===== src/rtl/bitpack_if.sv =====
// Read/write FIFO port bundle for bitpack_batch_wrapper.
// master: the wrapper (issues bursts, consumes read data, produces write data).
// slave:  the FIFO/memory side.
interface bitpack_if;
  logic [31:0] read_addr;
  logic [15:0] read_count;
  logic        read_req;
  logic        read_busy;
  logic [31:0] read_data;
  logic        read_valid;
  logic        read_ready;

  logic [31:0] write_addr;
  logic [15:0] write_count;
  logic        write_req;
  logic        write_busy;
  logic [31:0] write_data;
  logic        write_valid;
  logic        write_ready;

  modport master (
    output read_addr, read_count, read_req, read_ready,
    input  read_busy, read_data, read_valid,
    output write_addr, write_count, write_req, write_data, write_valid,
    input  write_busy, write_ready
  );

  modport slave (
    input  read_addr, read_count, read_req, read_ready,
    output read_busy, read_data, read_valid,
    input  write_addr, write_count, write_req, write_data, write_valid,
    output write_busy, write_ready
  );
endinterface


===== src/rtl/bitpack_batch_wrapper.sv =====
// Batch wrapper for a stochastic-computing circuit: per batch element it reads
// compare/seed pairs for every source channel, runs the bitstream generators for
// the job length, then writes out one ones-count per destination channel.
// Optional job cycle counter: define BITPACK_CYCLE_COUNT_EN.
module bitpack_batch_wrapper #(
  parameter int unsigned SRC_SIZE = 2,
  parameter int unsigned DST_SIZE = 1,
  parameter int unsigned MODE_LEN = 2,
  parameter logic [SRC_SIZE*MODE_LEN-1:0] SRC_MODE = '0,
  parameter logic [DST_SIZE*MODE_LEN-1:0] DST_MODE = '0
) (
  input  logic                clk_i,
  input  logic                rst_i,
  input  logic                go_i,
  output logic                done_o,
  input  logic [31:0]         src_i,
  input  logic [31:0]         dst_i,
  input  logic [31:0]         size_i,
  input  logic [15:0]         batch_i,
  output logic [15:0]         batch_idx_o,
  bitpack_if.master           fifo_io,
  output logic [SRC_SIZE-1:0] sn_out_p_o,
  output logic [SRC_SIZE-1:0] sn_out_n_o,
  input  logic [DST_SIZE-1:0] sn_in_p_i,
  input  logic [DST_SIZE-1:0] sn_in_n_i,
  output logic [31:0]         cycles_o
);

  typedef enum logic [2:0] {StIdle, StRreq, StRead, StProc, StWrite, StNext, StFini} state_e;

  localparam logic [31:0] RdStride  = 32'(SRC_SIZE * 8);
  localparam logic [31:0] WrStride  = 32'(DST_SIZE * 4);
  localparam logic [15:0] RdCount   = 16'(SRC_SIZE * 2);
  localparam logic [15:0] WrCount   = 16'(DST_SIZE);
  localparam logic [6:0]  RdLast    = 7'(SRC_SIZE * 2 - 1);
  localparam logic [5:0]  WrLast    = 6'(DST_SIZE - 1);
  localparam logic [31:0] LfsrInit  = 32'h0000_0001;
  localparam logic [31:0] LfsrTaps  = 32'h8020_0003;

  state_e      state_q;
  logic [15:0] batch_idx_q, batch_q;
  logic [31:0] size_q, proc_left_q;
  logic [6:0]  rd_idx_q;
  logic [5:0]  wr_idx_q;
  logic [31:0] read_addr_q, write_addr_q;
  logic [15:0] read_count_q, write_count_q;
  logic        read_req_q, write_req_q;

  logic proc_en, rd_fire, wr_fire, in_proc;

  // The last processing cycle is withheld while the write port is busy so the
  // count is never advanced past the job length.
  assign in_proc = (state_q == StProc);
  assign proc_en = in_proc && ((proc_left_q != 32'd1) || !fifo_io.write_busy);
  assign rd_fire = (state_q == StRead) && fifo_io.read_valid;
  assign wr_fire = (state_q == StWrite) && fifo_io.write_ready;

  // Job sequencer and registered bus controls.
  always_ff @(posedge clk_i or posedge rst_i) begin
    if (rst_i) begin
      state_q       <= StIdle;
      batch_idx_q   <= '0;
      batch_q       <= '0;
      size_q        <= '0;
      proc_left_q   <= '0;
      rd_idx_q      <= '0;
      wr_idx_q      <= '0;
      read_addr_q   <= '0;
      write_addr_q  <= '0;
      read_count_q  <= '0;
      write_count_q <= '0;
      read_req_q    <= 1'b0;
      write_req_q   <= 1'b0;
    end else begin
      read_req_q  <= 1'b0;
      write_req_q <= 1'b0;
      unique case (state_q)
        StIdle: begin
          if (go_i) begin
            state_q       <= StRreq;
            batch_idx_q   <= '0;
            batch_q       <= (batch_i == 16'd0) ? 16'd1 : batch_i;
            size_q        <= (size_i == 32'd0) ? 32'd1 : size_i;
            read_addr_q   <= src_i;
            write_addr_q  <= dst_i;
            read_count_q  <= RdCount;
            write_count_q <= WrCount;
          end
        end
        StRreq: begin
          if (!fifo_io.read_busy) begin
            read_req_q <= 1'b1;
            rd_idx_q   <= '0;
            state_q    <= StRead;
          end
        end
        StRead: begin
          if (fifo_io.read_valid) begin
            if (rd_idx_q == RdLast) begin
              proc_left_q <= size_q;
              state_q     <= StProc;
            end else begin
              rd_idx_q <= rd_idx_q + 7'd1;
            end
          end
        end
        StProc: begin
          if (proc_left_q == 32'd1) begin
            if (!fifo_io.write_busy) begin
              write_req_q <= 1'b1;
              wr_idx_q    <= '0;
              state_q     <= StWrite;
            end
          end else begin
            proc_left_q <= proc_left_q - 32'd1;
          end
        end
        StWrite: begin
          if (fifo_io.write_ready) begin
            if (wr_idx_q == WrLast) state_q <= StNext;
            else                    wr_idx_q <= wr_idx_q + 6'd1;
          end
        end
        StNext: begin
          if (batch_idx_q == batch_q - 16'd1) begin
            state_q <= StFini;
          end else begin
            batch_idx_q  <= batch_idx_q + 16'd1;
            read_addr_q  <= read_addr_q + RdStride;
            write_addr_q <= write_addr_q + WrStride;
            state_q      <= StRreq;
          end
        end
        StFini: begin
          if (!go_i) state_q <= StIdle;
        end
        default: state_q <= StIdle;
      endcase
    end
  end

  // Source channels: a compare register against a Galois LFSR seeded from memory.
  for (genvar i = 0; i < SRC_SIZE; i++) begin : g_sn_gen
    localparam bit Invert = SRC_MODE[i*MODE_LEN];
    logic [31:0] cmp_q, lfsr_q;
    logic        bit_w;

    // Load compare/seed from the read burst; step the LFSR while processing.
    always_ff @(posedge clk_i or posedge rst_i) begin
      if (rst_i) begin
        cmp_q  <= '0;
        lfsr_q <= LfsrInit;
      end else begin
        if (rd_fire && (rd_idx_q == 7'(2 * i))) cmp_q <= fifo_io.read_data;
        if (rd_fire && (rd_idx_q == 7'(2 * i + 1))) begin
          // A zero seed would lock the LFSR at zero.
          lfsr_q <= (fifo_io.read_data == 32'd0) ? LfsrInit : fifo_io.read_data;
        end else if (proc_en) begin
          lfsr_q <= (lfsr_q >> 1) ^ (lfsr_q[0] ? LfsrTaps : 32'h0);
        end
      end
    end

    // <= makes compare 0 a constant-0 stream and 0xFFFFFFFF a constant-1 stream.
    assign bit_w         = (lfsr_q <= cmp_q) ^ Invert;
    assign sn_out_p_o[i] = in_proc & bit_w;
    assign sn_out_n_o[i] = in_proc & ~bit_w;
  end

  // Destination counters form a shift chain toward channel 0 for write-out.
  logic [32*(DST_SIZE+1)-1:0] chain_w;
  assign chain_w[32*DST_SIZE +: 32] = 32'h0;

  for (genvar k = 0; k < DST_SIZE; k++) begin : g_count_ones
    localparam bit UseN = DST_MODE[k*MODE_LEN];
    logic [31:0] cnt_q;
    logic        bit_in;

    assign bit_in                = UseN ? sn_in_n_i[k] : sn_in_p_i[k];
    assign chain_w[32*k +: 32]   = cnt_q;

    // Count ones while processing; shift out (zero fill) on each accepted word.
    always_ff @(posedge clk_i or posedge rst_i) begin
      if (rst_i)        cnt_q <= '0;
      else if (proc_en) cnt_q <= cnt_q + 32'(bit_in);
      else if (wr_fire) cnt_q <= chain_w[32*(k+1) +: 32];
    end
  end

`ifdef BITPACK_CYCLE_COUNT_EN
  logic [31:0] cycles_q;

  // Cycles spent in an active job; frozen while idle or finished.
  always_ff @(posedge clk_i or posedge rst_i) begin
    if (rst_i)                                           cycles_q <= '0;
    else if ((state_q == StIdle) && go_i)                cycles_q <= '0;
    else if ((state_q != StIdle) && (state_q != StFini)) cycles_q <= cycles_q + 32'd1;
  end

  assign cycles_o = cycles_q;
`else
  assign cycles_o = '0;
`endif

  assign done_o              = (state_q == StIdle);
  assign batch_idx_o         = batch_idx_q;
  assign fifo_io.read_addr   = read_addr_q;
  assign fifo_io.read_count  = read_count_q;
  assign fifo_io.read_req    = read_req_q;
  assign fifo_io.read_ready  = (state_q == StRead);
  assign fifo_io.write_addr  = write_addr_q;
  assign fifo_io.write_count = write_count_q;
  assign fifo_io.write_req   = write_req_q;
  assign fifo_io.write_data  = chain_w[31:0];
  assign fifo_io.write_valid = (state_q == StWrite);

endmodule


===== src/flat_wrapper.sv =====
// flat-port wrapper written by rule: the top's interface ports become plain ports
module bitpack_batch_wrapper_flat 
#(
  parameter int unsigned SRC_SIZE = 2,
  parameter int unsigned DST_SIZE = 1,
  parameter int unsigned MODE_LEN = 2,
  parameter logic [SRC_SIZE*MODE_LEN-1:0] SRC_MODE = '0,
  parameter logic [DST_SIZE*MODE_LEN-1:0] DST_MODE = '0
)
  (clk_i, rst_i, go_i, done_o, src_i, dst_i, size_i, batch_i, batch_idx_o, sn_out_p_o, sn_out_n_o, sn_in_p_i, sn_in_n_i, cycles_o, fifo_io_read_addr, fifo_io_read_count, fifo_io_read_req, fifo_io_read_ready, fifo_io_read_busy, fifo_io_read_data, fifo_io_read_valid, fifo_io_write_addr, fifo_io_write_count, fifo_io_write_req, fifo_io_write_data, fifo_io_write_valid, fifo_io_write_busy, fifo_io_write_ready);
  bitpack_if fifo_io_i ();
  input  logic clk_i;
  input  logic rst_i;
  input  logic go_i;
  output logic done_o;
  input  logic [31:0] src_i;
  input  logic [31:0] dst_i;
  input  logic [31:0] size_i;
  input  logic [15:0] batch_i;
  output logic [15:0] batch_idx_o;
  output logic [SRC_SIZE-1:0] sn_out_p_o;
  output logic [SRC_SIZE-1:0] sn_out_n_o;
  input  logic [DST_SIZE-1:0] sn_in_p_i;
  input  logic [DST_SIZE-1:0] sn_in_n_i;
  output logic [31:0] cycles_o;
  output wire logic [$bits(fifo_io_i.read_addr)-1:0] fifo_io_read_addr;
  output wire logic [$bits(fifo_io_i.read_count)-1:0] fifo_io_read_count;
  output wire logic [$bits(fifo_io_i.read_req)-1:0] fifo_io_read_req;
  output wire logic [$bits(fifo_io_i.read_ready)-1:0] fifo_io_read_ready;
  input wire logic [$bits(fifo_io_i.read_busy)-1:0] fifo_io_read_busy;
  input wire logic [$bits(fifo_io_i.read_data)-1:0] fifo_io_read_data;
  input wire logic [$bits(fifo_io_i.read_valid)-1:0] fifo_io_read_valid;
  output wire logic [$bits(fifo_io_i.write_addr)-1:0] fifo_io_write_addr;
  output wire logic [$bits(fifo_io_i.write_count)-1:0] fifo_io_write_count;
  output wire logic [$bits(fifo_io_i.write_req)-1:0] fifo_io_write_req;
  output wire logic [$bits(fifo_io_i.write_data)-1:0] fifo_io_write_data;
  output wire logic [$bits(fifo_io_i.write_valid)-1:0] fifo_io_write_valid;
  input wire logic [$bits(fifo_io_i.write_busy)-1:0] fifo_io_write_busy;
  input wire logic [$bits(fifo_io_i.write_ready)-1:0] fifo_io_write_ready;
  assign fifo_io_read_addr = fifo_io_i.read_addr;
  assign fifo_io_read_count = fifo_io_i.read_count;
  assign fifo_io_read_req = fifo_io_i.read_req;
  assign fifo_io_read_ready = fifo_io_i.read_ready;
  assign fifo_io_i.read_busy = fifo_io_read_busy;
  assign fifo_io_i.read_data = fifo_io_read_data;
  assign fifo_io_i.read_valid = fifo_io_read_valid;
  assign fifo_io_write_addr = fifo_io_i.write_addr;
  assign fifo_io_write_count = fifo_io_i.write_count;
  assign fifo_io_write_req = fifo_io_i.write_req;
  assign fifo_io_write_data = fifo_io_i.write_data;
  assign fifo_io_write_valid = fifo_io_i.write_valid;
  assign fifo_io_i.write_busy = fifo_io_write_busy;
  assign fifo_io_i.write_ready = fifo_io_write_ready;
  bitpack_batch_wrapper #(.SRC_SIZE(SRC_SIZE), .DST_SIZE(DST_SIZE), .MODE_LEN(MODE_LEN), .SRC_MODE(SRC_MODE), .DST_MODE(DST_MODE)) u_core (.clk_i(clk_i), .rst_i(rst_i), .go_i(go_i), .done_o(done_o), .src_i(src_i), .dst_i(dst_i), .size_i(size_i), .batch_i(batch_i), .batch_idx_o(batch_idx_o), .fifo_io(fifo_io_i), .sn_out_p_o(sn_out_p_o), .sn_out_n_o(sn_out_n_o), .sn_in_p_i(sn_in_p_i), .sn_in_n_i(sn_in_n_i), .cycles_o(cycles_o));
endmodule

===== config.mk =====
export PLATFORM = sky130hd
export DESIGN_NAME = bitpack_batch_wrapper_flat
export DESIGN_NICKNAME = d
export VERILOG_FILES = /design/src/rtl/bitpack_if.sv /design/src/rtl/bitpack_batch_wrapper.sv /design/src/flat_wrapper.sv
export SDC_FILE = /design/constraint.sdc
export NUM_CORES = 1
export LEC_CHECK = 0
export ABC_CLOCK_PERIOD_IN_PS = 14870
export CORE_MARGIN = 4
export CORE_UTILIZATION = 54
export DETAILED_ROUTE_END_ITERATION = 12
export PLACE_DENSITY = 0.82
export SYNTH_ARGS = -nofsm -noshare
export SYNTH_HDL_FRONTEND = slang
export SYNTH_SLANG_ARGS = --single-unit

===== constraint.sdc =====
create_clock -name clk_i -period 14.87 [get_ports clk_i]
set_clock_uncertainty 0.05 [all_clocks]
set_input_delay 2.974 -clock clk_i [delete_from_list [all_inputs] [get_ports clk_i]]
set_output_delay 2.974 -clock clk_i [all_outputs]
set_load 0.02 [all_outputs]

# Word-level counts from Yosys, hierarchy flattened
# Index checks and enable logic that the tools add are counted.
[op_classes] addsub=8 order_cmp=2 reduce_logical=28 n_eq_ne=25 n_mux=49 multipliers=0 bitwise=8 div=0 shifts=0
[op_table] cell="2-to-1 mux 32 bit" n=17
[op_table] cell="case mux 32 bit (2 select lines)" n=3
[op_table] cell="less-or-equal comparator 32 bit" n=2
[op_table] cell="logical NOT 32 bit" n=2
[op_table] cell="XOR 31 x 32 -> 32 bit" n=2
[op_table] cell="2-to-1 mux 16 bit" n=3
[op_table] cell="adder 32 x 1 -> 32 bit" n=1
[op_table] cell="adder 32 x 3 -> 32 bit (second input constant)" n=1
[op_table] cell="adder 32 x 5 -> 32 bit (second input constant)" n=1
[op_table] cell="equality test 32 x 1 -> 1 bit (second input constant)" n=1
[op_table] cell="!= test 32 x 1 -> 1 bit (second input constant)" n=1
[op_table] cell="case mux 16 bit (2 select lines)" n=1
[op_table] cell="subtractor 32 x 1 -> 32 bit (second input constant)" n=1
[op_table] cell="2-to-1 mux 3 bit" n=10
[op_table] cell="2-to-1 mux 6 bit" n=4
[op_table] cell="2-to-1 mux 7 bit" n=3
[op_table] cell="case mux 3 bit (7 select lines)" n=1
[op_table] cell="!= test 2 bit (second input constant)" n=9
[op_table] cell="adder 16 x 1 -> 16 bit (second input constant)" n=1
[op_table] cell="equality test 16 bit" n=1
[op_table] cell="logical NOT 16 bit" n=1
[op_table] cell="subtractor 16 x 1 -> 16 bit (second input constant)" n=1
[op_table] cell="equality test 7 x 2 -> 1 bit (second input constant)" n=2
[op_table] cell="case mux 7 bit (2 select lines)" n=1
[op_table] cell="23 further kinds" n=50
[word_totals] out_inout_bits=185 latch_bits=0 regBits=339 romBits=0 ramBits=0 mem_count=0

# Longest topological paths before layout
# Gate-level depths: netlist of run 1.
[depth] word_depth=5 ltp_mapped=13 ltp_nobuf=10

# Least setup slack after synthesis of run 1
# OpenSTA, ideal clock, no wires.
[synth_path] path_kind="reg-to-output" from="register u_core.g_sn_gen[1].lfsr_q[29]" to="output sn_out_n_o[1]" t_arrival_ns=2.475 stages_incl_launch_ff=10 setup_slack_ns=9.371 cell_sequence="dfrtp_1 ha_1 nand4_1 or2_2 or4_1 nor4_1 o211ai_1 and4b_1 o21ai_0 and3_1"
[synth_between] elab_chain_len=3
[synth_lines] element="from (decl)" line_no="bitpack_batch_wrapper.sv:145" rtl="logic [31:0] cmp_q, lfsr_q;"
[synth_lines] element="from (signal assigned)" line_no="bitpack_batch_wrapper.sv:152" rtl="lfsr_q <= LfsrInit;"
[synth_lines] element="from (signal assigned)" line_no="bitpack_batch_wrapper.sv:157" rtl="lfsr_q <= (fifo_io.read_data == 32'd0) ? LfsrInit : fifo_io.read_data;"
[synth_lines] element="from (signal assigned)" line_no="bitpack_batch_wrapper.sv:159" rtl="lfsr_q <= (lfsr_q >> 1) ^ (lfsr_q[0] ? LfsrTaps : 32'h0);"
[synth_lines] element="less-or-equal comparator 32 bit" line_no="bitpack_batch_wrapper.sv:165" rtl="assign bit_w = (lfsr_q <= cmp_q) ^ Invert;"
[synth_lines] element="NOT 1 bit" line_no="bitpack_batch_wrapper.sv:167" rtl="assign sn_out_n_o[i] = in_proc & ~bit_w;"
[synth_lines] element="AND 1 bit" line_no="bitpack_batch_wrapper.sv:167"
[synth_lines] element="to (decl)" line_no="flat_wrapper.sv:22" rtl="output logic [SRC_SIZE-1:0] sn_out_n_o;"
# Every way passes these cells.

# Final worst setup path of run 1
[layout_path] from="register u_core.g_sn_gen[1].lfsr_q[28]" to="output sn_out_n_o[1]"
# Same word-level chain as after synthesis.

==> metrics.txt, run 1 <==
# diodes=0; leakage dissipation=10.1 nW; cell-by-cell listing of the critical path=ha_1 -> nand4_1 -> or2_2 -> or4_1 -> nor4_1 -> o211ai_1 -> and4b_1 -> o21ai_0 -> and3_1 -> clkdlybuf4s50_1; CTS sink cnt=339; mean post-synth cell area=8.61 um^2; start point of the worst min-delay path=u_core.size_q[31]; CP Class=reg -> out; width of the chip=196 um; I/O pin count=338; maximum number of pins on one net before global-route repair=133; Initial DRT Pass Iterations=5; buffers from clock root to sink, at most=3; max capacitance violation total=0; start point of the critical path=u_core.g_sn_gen[1].lfsr_q[28]; predominant post-synthesis flop cell=sky130_fd_sc_hd__dfrtp_1; element type at the critical path end=primary output; actual transition at the worst max-transition pin=1.19 ns; area added between synthesis and finish=21.6%; violation count after the first detailed-routing iteration=1280; crit path max fanout=3; Starting Density=54.9%; final routed wirelength across all metal layers=51900 um; biggest area contributors in the synthesized netlist=sky130_fd_sc_hd__dfrtp_1 (44%), sky130_fd_sc_hd__nand2_1 (8.7%), sky130_fd_sc_hd__ha_1 (5.1%); largest voltage drop on the vdd net=0.119 mV; gr ovfl total=0; area of the core region=34600 um^2; power density of the placed cells=191 nW/um^2; vias after detailed routing=17086; cell type group with the largest total delay on the critical path=simple AND/OR/NAND/NOR gates; post-synthesis instance total=2208; count of synthesis-stage warnings from yosys=0; dominant combinational cell family by area after synthesis=simple AND/OR/NAND/NOR gates; final critical-path required period=7.16 ns; number of enable flip-flop cells after synthesis=0; # DRC=0; number of cells upsized or downsized after cts=0; critical path required time=11.85 ns; Buf+Inv Stages, Crit Path=1; placed cell areas=21800 um^2; TritonCTS clock tree=done; Final Max Slew Viols=0; CTS Buf Count=38; cell chosen for the clock root=sky130_fd_sc_hd__clkbuf_16; total routing usage reported by global routing=26.1%; Total Nets Final=2656; fmax=140 MHz; met2 Track Usage GR=42.7%; worst stage delay on the critical path=0.62 ns; WP data arrival=4.13 ns; total negative slack for setup checks=0 ns; outcome=finished clean; dominant cell type by area after synthesis=sky130_fd_sc_hd__dfrtp_1; HPWL after detailed placement=35700 um; clock-pin transition on the worst setup and hold timing paths=0.06 ns; Syn Std Cell Area=19000 um^2; antenna violations before repair=3; final worst-path cycle share=48.1%; wire length of the first global-routing pass=84300 um; area of all placed cells without fillers=23100 um^2; slowest CP cell=sky130_fd_sc_hd__clkdlybuf4s50_1; final number of hold-violating endpoints=0; fraction of the mapped netlist area in compound gates=16.2%; post-DR wirelength/cell=17.8 um; count of cell types in the netlist=76; xor/xnor share of the synthesized area=1.52%; Final setup viols=0; Post-DRT Antenna Nets=0; fraction of synthesized cell area taken by the top area cell type=44.4%; H-tree levels=2; async set-reset flop share out of synthesis=100%; routability-driven placement congestion ratio=0.891; layout cells sized above 1=7.17%; met1 track demand over resource=34.1%; Post-Place Worst Slack=8.32 ns; critical path startpoint category=register; number of flip-flops and latches in the synthesized netlist=339; Via density=5.87; Relative slew margins=20.0%; vias in the first global route=16648; synthesized-area fraction occupied by adder cells=5.14%; origin of the critical flop-to-flop path=u_core.batch_q[0]; Global Route met3 Usage=7.06%; Worst R2R Setup Slack=10.41 ns; quantity of I/O buffers inserted on ports=274; post-CTS setup-driven buffer insertion count=0; die area=38300 um^2; Post-Place Cells=2840; busiest grt layer=met2; area share of and/or/nand/nor cells after synthesis=21.3%; share of the yosys chip area belonging to registers=44.7%; clock latency on the worst-skew pair=0.53 ns; height of the die=196 um; Worst Hold Margin=0.428 ns; minimum setup slack in the final design=7.71 ns; Final Instance Count excl. Fillers=2909; setup repair after global routing missed its margin=false; class of the most critical hold timing path=reg -> reg; proportion of synthesized area in mux cells=4.49%; CTS Hold Bufs=0; Std-Cell Rows=68
## per-stage QoR
step	utilization (%)	total power (W)
2_1_floorplan	-	0.00279
3_3_place_gp	62.9	0.00332
3_5_place_dp	62.9	0.00340
4_1_cts	66.7	0.00442
5_1_grt	66.7	0.00472
6_report	66.7	0.00441
## flip-flops by register name, summed over array words and instances, names as in the netlist, 3 cells and up
register,count
u_core.batch_idx_o,16
u_core.g_sn_gen.lfsr_q,64
u_core.wr_idx_q,6
u_core.rd_idx_q,7
u_core.batch_q,16
u_core.size_q,32
u_core.state_q,3
u_core.fifo_io.write_addr,32
u_core.proc_left_q,32
u_core.fifo_io.read_addr,32
u_core.fifo_io.write_data,32
u_core.g_sn_gen.cmp_q,64
## synth_stat cells, types with 3 or more instances
cell	number
sky130_fd_sc_hd__a211oi_1	3
sky130_fd_sc_hd__a21o_1	14
sky130_fd_sc_hd__a21oi_1	172
sky130_fd_sc_hd__a22o_1	3
sky130_fd_sc_hd__a22oi_1	4
sky130_fd_sc_hd__a31oi_1	72
sky130_fd_sc_hd__a32oi_1	5
sky130_fd_sc_hd__and2_1	11
sky130_fd_sc_hd__and3_1	23
sky130_fd_sc_hd__and4_1	4
sky130_fd_sc_hd__buf_1	8
sky130_fd_sc_hd__buf_2	6
sky130_fd_sc_hd__buf_4	63
sky130_fd_sc_hd__buf_6	3
sky130_fd_sc_hd__clkbuf_1	92
sky130_fd_sc_hd__dfrtp_1	337
sky130_fd_sc_hd__ha_1	78
sky130_fd_sc_hd__inv_1	92
sky130_fd_sc_hd__mux2_2	66
sky130_fd_sc_hd__mux2i_1	11
sky130_fd_sc_hd__nand2_1	438
sky130_fd_sc_hd__nand2b_1	11
sky130_fd_sc_hd__nand3_1	60
sky130_fd_sc_hd__nand4_1	35
sky130_fd_sc_hd__nor2_1	163
sky130_fd_sc_hd__nor2b_1	15
sky130_fd_sc_hd__nor3_1	36
sky130_fd_sc_hd__nor4_1	30
sky130_fd_sc_hd__nor4b_1	4
sky130_fd_sc_hd__o211ai_1	11
sky130_fd_sc_hd__o21a_1	5
sky130_fd_sc_hd__o21ai_0	134
sky130_fd_sc_hd__o22a_1	5
sky130_fd_sc_hd__o22ai_1	38
sky130_fd_sc_hd__o311ai_0	5
sky130_fd_sc_hd__o31ai_1	14
sky130_fd_sc_hd__o32ai_1	5
sky130_fd_sc_hd__o41ai_1	5
sky130_fd_sc_hd__or2_2	13
sky130_fd_sc_hd__or3_1	28
sky130_fd_sc_hd__or4_1	10
sky130_fd_sc_hd__xnor2_1	21
sky130_fd_sc_hd__xor2_1	12
## routing by layer
metal | share of wire [%] | wire length, um | vias up
met4 | 3.0 | 1570 | 6
met1 | 41 | 21200 | 8183
met5 | 0.067 | 35 | -
met2 | 47 | 24600 | 695
li1 | - | - | 8083
met3 | 8.6 | 4460 | 119
## power by group
group	switching [W]	internal, W	total [W]
sequential	0.000327	0.00128	0.00161
combinational	0.00103	0.000791	0.00182
clock	0.000386	0.000600	0.000986
## worst paths after layout
check,end,cells past startpoint
setup / recovery,sn_out_n_o[1],10
hold / removal,u_core.size_q[31],2
setup reg to reg,u_core.fifo_io.read_addr[30],10
hold reg to reg,u_core.size_q[31],2
max in group asynchronous,u_core.g_sn_gen[1].lfsr_q[25],4
min in group asynchronous,u_core.fifo_io.write_addr[12],2
## logic make-up (layout without fill, tap and decap cells)
group           Yosys count  after routing
xor+xnor                 33             33
fa+ha+maj                78             78
other cells               1             62
buf+inv                 265            450
flops                   339            339
mux                      77             77
compound gates          520            520
simple gates            895            895
## final cells by class
type	count	area [um^2]
clock buffer	54	1130
clock inverter	15	184
sequential	339	8490
inverter	92	353
tap	455	569
fill	2772	11500
multi-input combinational	1665	9520
timing repair buffer	289	2860
## layout by cell type (no fill, tap or decap), drive strengths merged, types with 35 or more instances in the layout
master,netlist,routed
a21oi,173,173
a31oi,72,72
clkbuf,93,54
clkdlybuf4s50,0,274
conb,1,62
dfrtp,337,337
ha,78,78
inv,92,93
mux2,66,66
nand2,438,438
nand3,61,61
nand4,35,35
nor2,163,163
nor3,36,36
o21ai,136,136
o22ai,38,38
## tightest hold or removal path, stage by stage (launching register included)
cell	delay (ns)
sky130_fd_sc_hd__dfrtp_1	0.34
sky130_fd_sc_hd__nand2_1	0.05
sky130_fd_sc_hd__nand2_1	0.05
Note: power is estimated with default switching activity, not from simulation.
==> inputs of run 2 (changes only) <==
--- a/config.mk
+++ b/config.mk
@@ -5,7 +5,7 @@
 export SDC_FILE = /design/constraint.sdc
 export NUM_CORES = 1
 export LEC_CHECK = 0
-export ABC_CLOCK_PERIOD_IN_PS = 14870
+export ABC_CLOCK_PERIOD_IN_PS = 7100
 export CORE_MARGIN = 4
 export CORE_UTILIZATION = 54
 export DETAILED_ROUTE_END_ITERATION = 12
==> constraint.sdc (replaced) <==
create_clock -name clk_i -period 7.1 [get_ports clk_i]
set_clock_uncertainty 0.05 [all_clocks]
set_input_delay 1.42 -clock clk_i [delete_from_list [all_inputs] [get_ports clk_i]]
set_output_delay 1.42 -clock clk_i [all_outputs]
set_load 0.02 [all_outputs]
==> metrics.txt, run 2 (synthesis gave the netlist of run 1 again) <==
cell depth of the worst min-delay path=2 (unchanged); class of the most critical hold timing path=reg -> reg (unchanged); layout cells sized above 1=7.36% (was 7.17%); clock-pin transition on the worst setup and hold timing paths=0.06 ns (about the same); Post-Place Cells=2843 (was 2840); total negative slack for setup checks=0 ns (unchanged); worst reg2reg path depth=10 (unchanged); CTS sink cnt=339 (unchanged); quantity of I/O buffers inserted on ports=274 (unchanged); power density of the placed cells=402 nW/um^2 (was 191 nW/um^2); origin of the critical flop-to-flop path=u_core.batch_q[0] (unchanged); vias after detailed routing=17257 (was 17086); final worst-path cycle share=77.4%; Combinational Power Share=41.0% (was 41.2%); leakage dissipation=10.1 nW (about the same); # DRC=0 (unchanged); cell chosen for the clock root=sky130_fd_sc_hd__clkbuf_16 (unchanged); M1 WL=21100 um (was 21200 um); Final Max Slew Viols=0 (unchanged); largest voltage drop on the vdd net=0.236 mV (was 0.119 mV); WP data arrival=4.03 ns (was 4.13 ns); I/O pin count=338 (unchanged); vias in the first global route=17082 (was 16648); clock latency on the worst-skew pair=0.53 ns (about the same); TritonCTS clock tree=done (unchanged); Int Pwr=0.00566 W (was 0.00267 W); Met2 Wirelength=25100 um (was 24600 um); CTS Hold Bufs=0 (unchanged); routability-driven placement congestion ratio=0.898 (was 0.891); Relative slew margins=21.7% (was 20.0%); Final Instance Count excl. Fillers=2914 (was 2909); endpoint of the worst hold-timing path=u_core.size_q[24] (was u_core.size_q[31]); maximum number of pins on one net before global-route repair=180 (was 133); Clk network pwr share=23.0% (was 22.4%); switching power of the nets=0.00366 W (was 0.00174 W); largest registers=u_core.g_sn_gen.cmp_q (64), u_core.g_sn_gen.lfsr_q (64) (unchanged); fmax=182 MHz; total area of multi-input combinational cells=9520 um^2 (unchanged); area added between synthesis and finish=22.1% (was 21.6%); Total Nets Final=2660 (was 2656); cell-by-cell listing of the critical path=ha_1 -> nand4_1 -> or2_2 -> or4_1 -> nor4_1 -> o211ai_1 -> and4b_1 -> o21ai_0 -> and3_1 -> clkdlybuf4s50_1 (unchanged); Post-DRT Antenna Nets=0 (unchanged); Initial DRT Pass Iterations=6 (was 5); Seq pwr share=36.0% (was 36.4%); WL met3=4610 um (was 4460 um); crit path max fanout=3 (unchanged); cell type group with the largest total delay on the critical path=simple AND/OR/NAND/NOR gates (unchanged); most common library cell in the layout ignoring fill and taps=sky130_fd_sc_hd__nand2_1 (unchanged); post-DR wirelength/cell=18.0 um (was 17.8 um); violation count after the first detailed-routing iteration=1162 (was 1280); CP Class=reg -> out (unchanged); critical path startpoint category=register (unchanged); slowest CP cell=sky130_fd_sc_hd__clkdlybuf4s50_1 (unchanged); start point of the worst min-delay path=u_core.size_q[24] (was u_core.size_q[31]); Final setup viols=0 (unchanged); # diodes=0 (unchanged); commonest cells after routing, fill and taps aside=sky130_fd_sc_hd__nand2_1 (435), sky130_fd_sc_hd__dfrtp_1 (337), sky130_fd_sc_hd__clkdlybuf4s50_1 (274) (unchanged); Std-Cell Rows=68 (unchanged); H-tree levels=2 (unchanged); final routed wirelength across all metal layers=52400 um (was 51900 um); post-CTS setup-driven buffer insertion count=0 (unchanged); worst stage delay on the critical path=0.62 ns (about the same); Worst Hold Margin=0.424 ns (was 0.428 ns); buffers from clock root to sink, at most=3 (unchanged); Buf+Inv Stages, Crit Path=1 (unchanged); setup repair after global routing missed its margin=false (unchanged); Starting Density=54.9% (unchanged); width of the chip=196 um (unchanged); die area=38300 um^2 (unchanged); share of total power consumed by net switching=39.3% (was 39.4%); antenna violations before repair=5 (was 3); actual transition at the worst max-transition pin=1.17 ns (was 1.19 ns); gr ovfl total=0 (unchanged); r2r endpoint=u_core.fifo_io.read_addr[30] (unchanged); total routing usage reported by global routing=26.5% (was 26.1%); final critical-path required period=5.50 ns; critical path required time=5.63 ns (was 11.85 ns); final number of hold-violating endpoints=0 (unchanged); element type at the critical path end=primary output (unchanged); top layer in use=met5 (unchanged); HPWL after detailed placement=36000 um (was 35700 um); Via density=5.92 (was 5.87); max capacitance violation total=0 (unchanged); area of the core region=34600 um^2 (unchanged); number of cells upsized or downsized after cts=0 (unchanged); height of the die=196 um (unchanged); wire length of the first global-routing pass=85600 um (was 84300 um); Sequential Area=8490 um^2 (unchanged); Worst R2R Setup Slack=2.57 ns (was 10.41 ns); CTS Buf Count=39 (was 38); fillcell total=2770 (was 2772); outcome=finished clean (unchanged)
-- run 2: cell types whose count changed in the layout (fill, tap and decap cells not counted) --
cell                        previous run  this run
sky130_fd_sc_hd__inv_8                 1         0
sky130_fd_sc_hd__buf_4                15        17
sky130_fd_sc_hd__clkinv_2              8         6
sky130_fd_sc_hd__clkbuf_16            39        40
sky130_fd_sc_hd__clkinv_8              0         1
sky130_fd_sc_hd__buf_12                0         1
sky130_fd_sc_hd__clkbuf_8             10        13
-- run 2: per-layer routing --
metal  vias up  global-route usage (%)
li1       8077                       -
met3       127                    7.69
met4        10                    8.28
met2       669                    43.6
met5         -                       0
met1      8374                    34.1
-- run 2: through the flow --
| stage | power (W) | util [%] | area, um^2 | setup slack [ns] |
|---|---|---|---|---|
| after floorplan | 0.00584 | - | 19200 | 1.10 |
| after global placement | 0.00695 | 63.0 | 21800 | 2.19 |
| after detailed placement | 0.00714 | 63.0 | 21800 | 2.17 |
| after CTS | 0.00933 | 67.0 | 23200 | 1.60 |
| after global routing | 0.00998 | 67.0 | 23200 | 1.46 |
| final | 0.00932 | 67.0 | 23200 | 1.60 |
-- run 2: cell type report --
cell class                      count  area share, %
Clock buffer                       58           5.17
Clock inverter                     13          0.788
Inverter                           92           1.51
Multi-Input combinational cell   1665           41.0
Sequential cell                   339           36.6
Tap cell                          455           2.45
Timing Repair Buffer              292           12.5
-- run 2: worst max path at each step --
stage	start	end	slack, ns	cells after the start
after floorplan	rst_i	u_core.batch_idx_o[0]	1.10	1
after global placement	u_core.g_sn_gen[1].lfsr_q[29]	sn_out_n_o[1]	2.19	10
after detailed placement	u_core.g_sn_gen[1].lfsr_q[29]	sn_out_n_o[1]	2.17	10
after CTS	u_core.g_sn_gen[1].lfsr_q[29]	sn_out_n_o[1]	1.60	10
after global routing	u_core.g_sn_gen[1].lfsr_q[29]	sn_out_n_o[1]	1.46	10
final	u_core.g_sn_gen[1].lfsr_q[28]	sn_out_n_o[1]	1.60	10
-- run 2: power groups by stage --
stage	Sequential [W]	Clock [W]	Combinational, W
2_1_floorplan	0.00340	0	0.00244
3_3_place_gp	0.00332	0	0.00363
3_5_place_dp	0.00336	0	0.00378
4_1_cts	0.00334	0.00217	0.00382
5_1_grt	0.00346	0.00225	0.00427
6_report	0.00336	0.00214	0.00382
-- run 2: tightest hold or removal path, stage by stage (launching register included) --
cell	delay [ns]
sky130_fd_sc_hd__dfrtp_1	0.34
sky130_fd_sc_hd__nand2_1	0.05
sky130_fd_sc_hd__nand2_1	0.05
==> inputs of run 3 (changes only) <==
--- a/config.mk
+++ b/config.mk
@@ -5,11 +5,11 @@
 export SDC_FILE = /design/constraint.sdc
 export NUM_CORES = 1
 export LEC_CHECK = 0
-export ABC_CLOCK_PERIOD_IN_PS = 7100
+export ABC_CLOCK_PERIOD_IN_PS = 4700
 export CORE_MARGIN = 4
-export CORE_UTILIZATION = 54
+export CORE_UTILIZATION = 49
 export DETAILED_ROUTE_END_ITERATION = 12
-export PLACE_DENSITY = 0.82
+export PLACE_DENSITY = 0.78
 export SYNTH_ARGS = -nofsm -noshare
 export SYNTH_HDL_FRONTEND = slang
 export SYNTH_SLANG_ARGS = --single-unit
==> constraint.sdc (replaced) <==
create_clock -name clk_i -period 4.7 [get_ports clk_i]
set_clock_uncertainty 0.05 [all_clocks]
set_input_delay 0.94 -clock clk_i [delete_from_list [all_inputs] [get_ports clk_i]]
set_output_delay 0.94 -clock clk_i [all_outputs]
set_load 0.02 [all_outputs]
==> metrics.txt, run 3 (synthesis gave the netlist of run 1 again) <==
outcome=finished clean (unchanged); CTS Buf Count=40 (was 39); area of the core region=37900 um^2 (was 34600 um^2); routability-driven placement congestion ratio=0.896 (was 0.898); switching power of the nets=0.00555 W (was 0.00366 W); clock latency on the worst-skew pair=0.54 ns (was 0.53 ns); gr ovfl total=0 (unchanged); quantity of I/O buffers inserted on ports=274 (unchanged); final number of hold-violating endpoints=0 (unchanged); violation count after the first detailed-routing iteration=1288 (was 1162); CTS sink cnt=339 (unchanged); Clk network pwr share=21.4% (was 23.0%); Seq pwr share=36.7% (was 36.0%); Total Nets Final=2666 (was 2660); Via density=5.75 (was 5.92); height of the die=205 um (was 196 um); fmax=221 MHz; overall power consumption=0.0139 W (was 0.00932 W); CP Class=reg -> out (unchanged); Post-Place Worst Slack=0.336 ns (was 2.17 ns); critical path startpoint category=register (unchanged); wire length of the first global-routing pass=85400 um (was 85600 um); total routing usage reported by global routing=24.5% (was 26.5%); Int Pwr=0.00831 W (was 0.00566 W); commonest cells after routing, fill and taps aside=sky130_fd_sc_hd__nand2_1 (435), sky130_fd_sc_hd__dfrtp_1 (337), sky130_fd_sc_hd__clkdlybuf4s50_1 (271) (was sky130_fd_sc_hd__nand2_1 (435), sky130_fd_sc_hd__dfrtp_1 (337), sky130_fd_sc_hd__clkdlybuf4s50_1 (274)); Final Max Slew Viols=0 (unchanged); # DRC=0 (unchanged); Initial DRT Pass Iterations=5 (was 6); post-DR wirelength/cell=17.7 um (was 18.0 um); crit path max fanout=3 (unchanged); setup repair after global routing missed its margin=false (unchanged); vias in the first global route=16676 (was 17082); Final setup viols=0 (unchanged); actual transition at the worst max-transition pin=1.07 ns (was 1.17 ns); antenna violations before repair=5 (unchanged); layout cells sized above 1=7.35% (was 7.36%); largest voltage drop on the vdd net=0.311 mV (was 0.236 mV); clock-pin transition on the worst setup and hold timing paths=0.05 ns (was 0.06 ns); placed cell areas=22000 um^2 (was 21800 um^2); Starting Density=50.1% (was 54.9%); Relative slew margins=29.0% (was 21.7%); final routed wirelength across all metal layers=52500 um (was 52400 um); Combinational Power Share=41.9% (was 41.0%); die area=42000 um^2 (was 38300 um^2); TritonCTS clock tree=done (unchanged); CTS Hold Bufs=0 (unchanged); critical path required time=3.71 ns (was 5.63 ns); buffers from clock root to sink, at most=3 (unchanged); share of total power consumed by net switching=40.0% (was 39.3%); final critical-path required period=4.52 ns; largest registers=u_core.g_sn_gen.cmp_q (64), u_core.g_sn_gen.lfsr_q (64) (unchanged); element type at the critical path end=primary output (unchanged); width of the chip=205 um (was 196 um); final worst-path cycle share=96.2%; area added between synthesis and finish=22.3% (was 22.1%); HPWL after detailed placement=36600 um (was 36000 um); WP data arrival=3.53 ns (was 4.03 ns); I/O pin count=338 (unchanged); H-tree levels=2 (unchanged); minimum setup slack in the final design=0.180 ns (was 1.60 ns); Post-DRT Antenna Nets=0 (unchanged); Std-Cell Rows=71 (was 68); max capacitance violation total=0 (unchanged); most common library cell in the layout ignoring fill and taps=sky130_fd_sc_hd__nand2_1 (unchanged); class of the most critical hold timing path=reg -> reg (unchanged); cell chosen for the clock root=sky130_fd_sc_hd__clkbuf_16 (unchanged); leakage dissipation=10.1 nW (about the same); vias after detailed routing=17097 (was 17257); power density of the placed cells=596 nW/um^2 (was 402 nW/um^2); maximum number of pins on one net before global-route repair=114 (was 180); area of all placed cells without fillers=23200 um^2 (about the same)
==> run 3: cell types whose count changed in the layout (fill, tap and decap cells not counted), moves of 3 or more <==
cell and delta:
sky130_fd_sc_hd__buf_12 +3, sky130_fd_sc_hd__bufinv_16 -4, sky130_fd_sc_hd__clkdlybuf4s50_1 -3, sky130_fd_sc_hd__clkbuf_1 +10, sky130_fd_sc_hd__clkbuf_8 -7
==> run 3: per-layer routing <==
metal	wire (um)	GRT usage [%]
met1	21600	31.5
met4	1280	7.32
met2	25000	40.5
met3	4620	7.19
met5	40	0
==> run 3: timing repair <==
item / in CTS / in global routing
pin swaps: 1 / 1
buffers inserted: 0 / 0
endpoints found under the setup margin: 4 / 2
gates resized for setup: 7 / 4
==> run 3: per-stage QoR <==
stage               hold slack, ns  TNS (ns)  cells  utilization [%]
floorplan                    0.387   -276.65   2269                -
global placement             0.405         0   2904             57.9
detailed placement           0.411         0   2904             57.9
CTS                          0.424         0   2974             61.2
global route                 0.446         0   2974             61.3
finish                       0.419         0   2975             61.3
==> run 3: final timing paths <==
check,start,to,slack (ns),cells after the start
setup reg to reg,u_core.batch_q[0],u_core.fifo_io.read_addr[30],0.96,12
min in group asynchronous,rst_i,u_core.proc_left_q[19],0.84,2
hold reg to reg,u_core.fifo_io.read_addr[2],u_core.fifo_io.read_addr[2],0.42,2
setup / recovery,u_core.g_sn_gen[0].lfsr_q[27],sn_out_n_o[0],0.18,10
max in group asynchronous,rst_i,u_core.fifo_io.write_addr[25],2.67,3
hold / removal,u_core.fifo_io.read_addr[2],u_core.fifo_io.read_addr[2],0.42,2
==> run 3: critical path, stage by stage (launching register included) <==
cell                              delay, ns
sky130_fd_sc_hd__dfrtp_1               0.40
sky130_fd_sc_hd__ha_1                  0.33
sky130_fd_sc_hd__nand4_1               0.09
sky130_fd_sc_hd__or2_2                 0.34
sky130_fd_sc_hd__nor4_2                0.27
sky130_fd_sc_hd__buf_4                 0.16
sky130_fd_sc_hd__nand2_1               0.08
sky130_fd_sc_hd__o41ai_2               0.40
sky130_fd_sc_hd__o31ai_2               0.18
sky130_fd_sc_hd__nor2_1                0.12
sky130_fd_sc_hd__clkdlybuf4s50_1       0.63
==> run 3: cell type report <==
type | count | area (um^2)
Inverter | 92 | 349
Antenna cell | 1 | 2.50
Clock inverter | 7 | 51.3
Sequential cell | 339 | 8490
Clock buffer | 63 | 1190
Multi-Input combinational cell | 1665 | 9560
Fill cell | 3212 | 14700
Tap cell | 511 | 639
Timing Repair Buffer | 297 | 2970
==> run 3: power by group through the flow <==
| stage | registers (W) | clock network [W] | logic (W) |
|---|---|---|---|
| detailed placement | 0.00508 | 0 | 0.00571 |
| floorplan | 0.00514 | 0 | 0.00369 |
| global placement | 0.00503 | 0 | 0.00552 |
| global route | 0.00523 | 0.00316 | 0.00651 |
| CTS | 0.00506 | 0.00304 | 0.00579 |
| finish | 0.00509 | 0.00296 | 0.00580 |
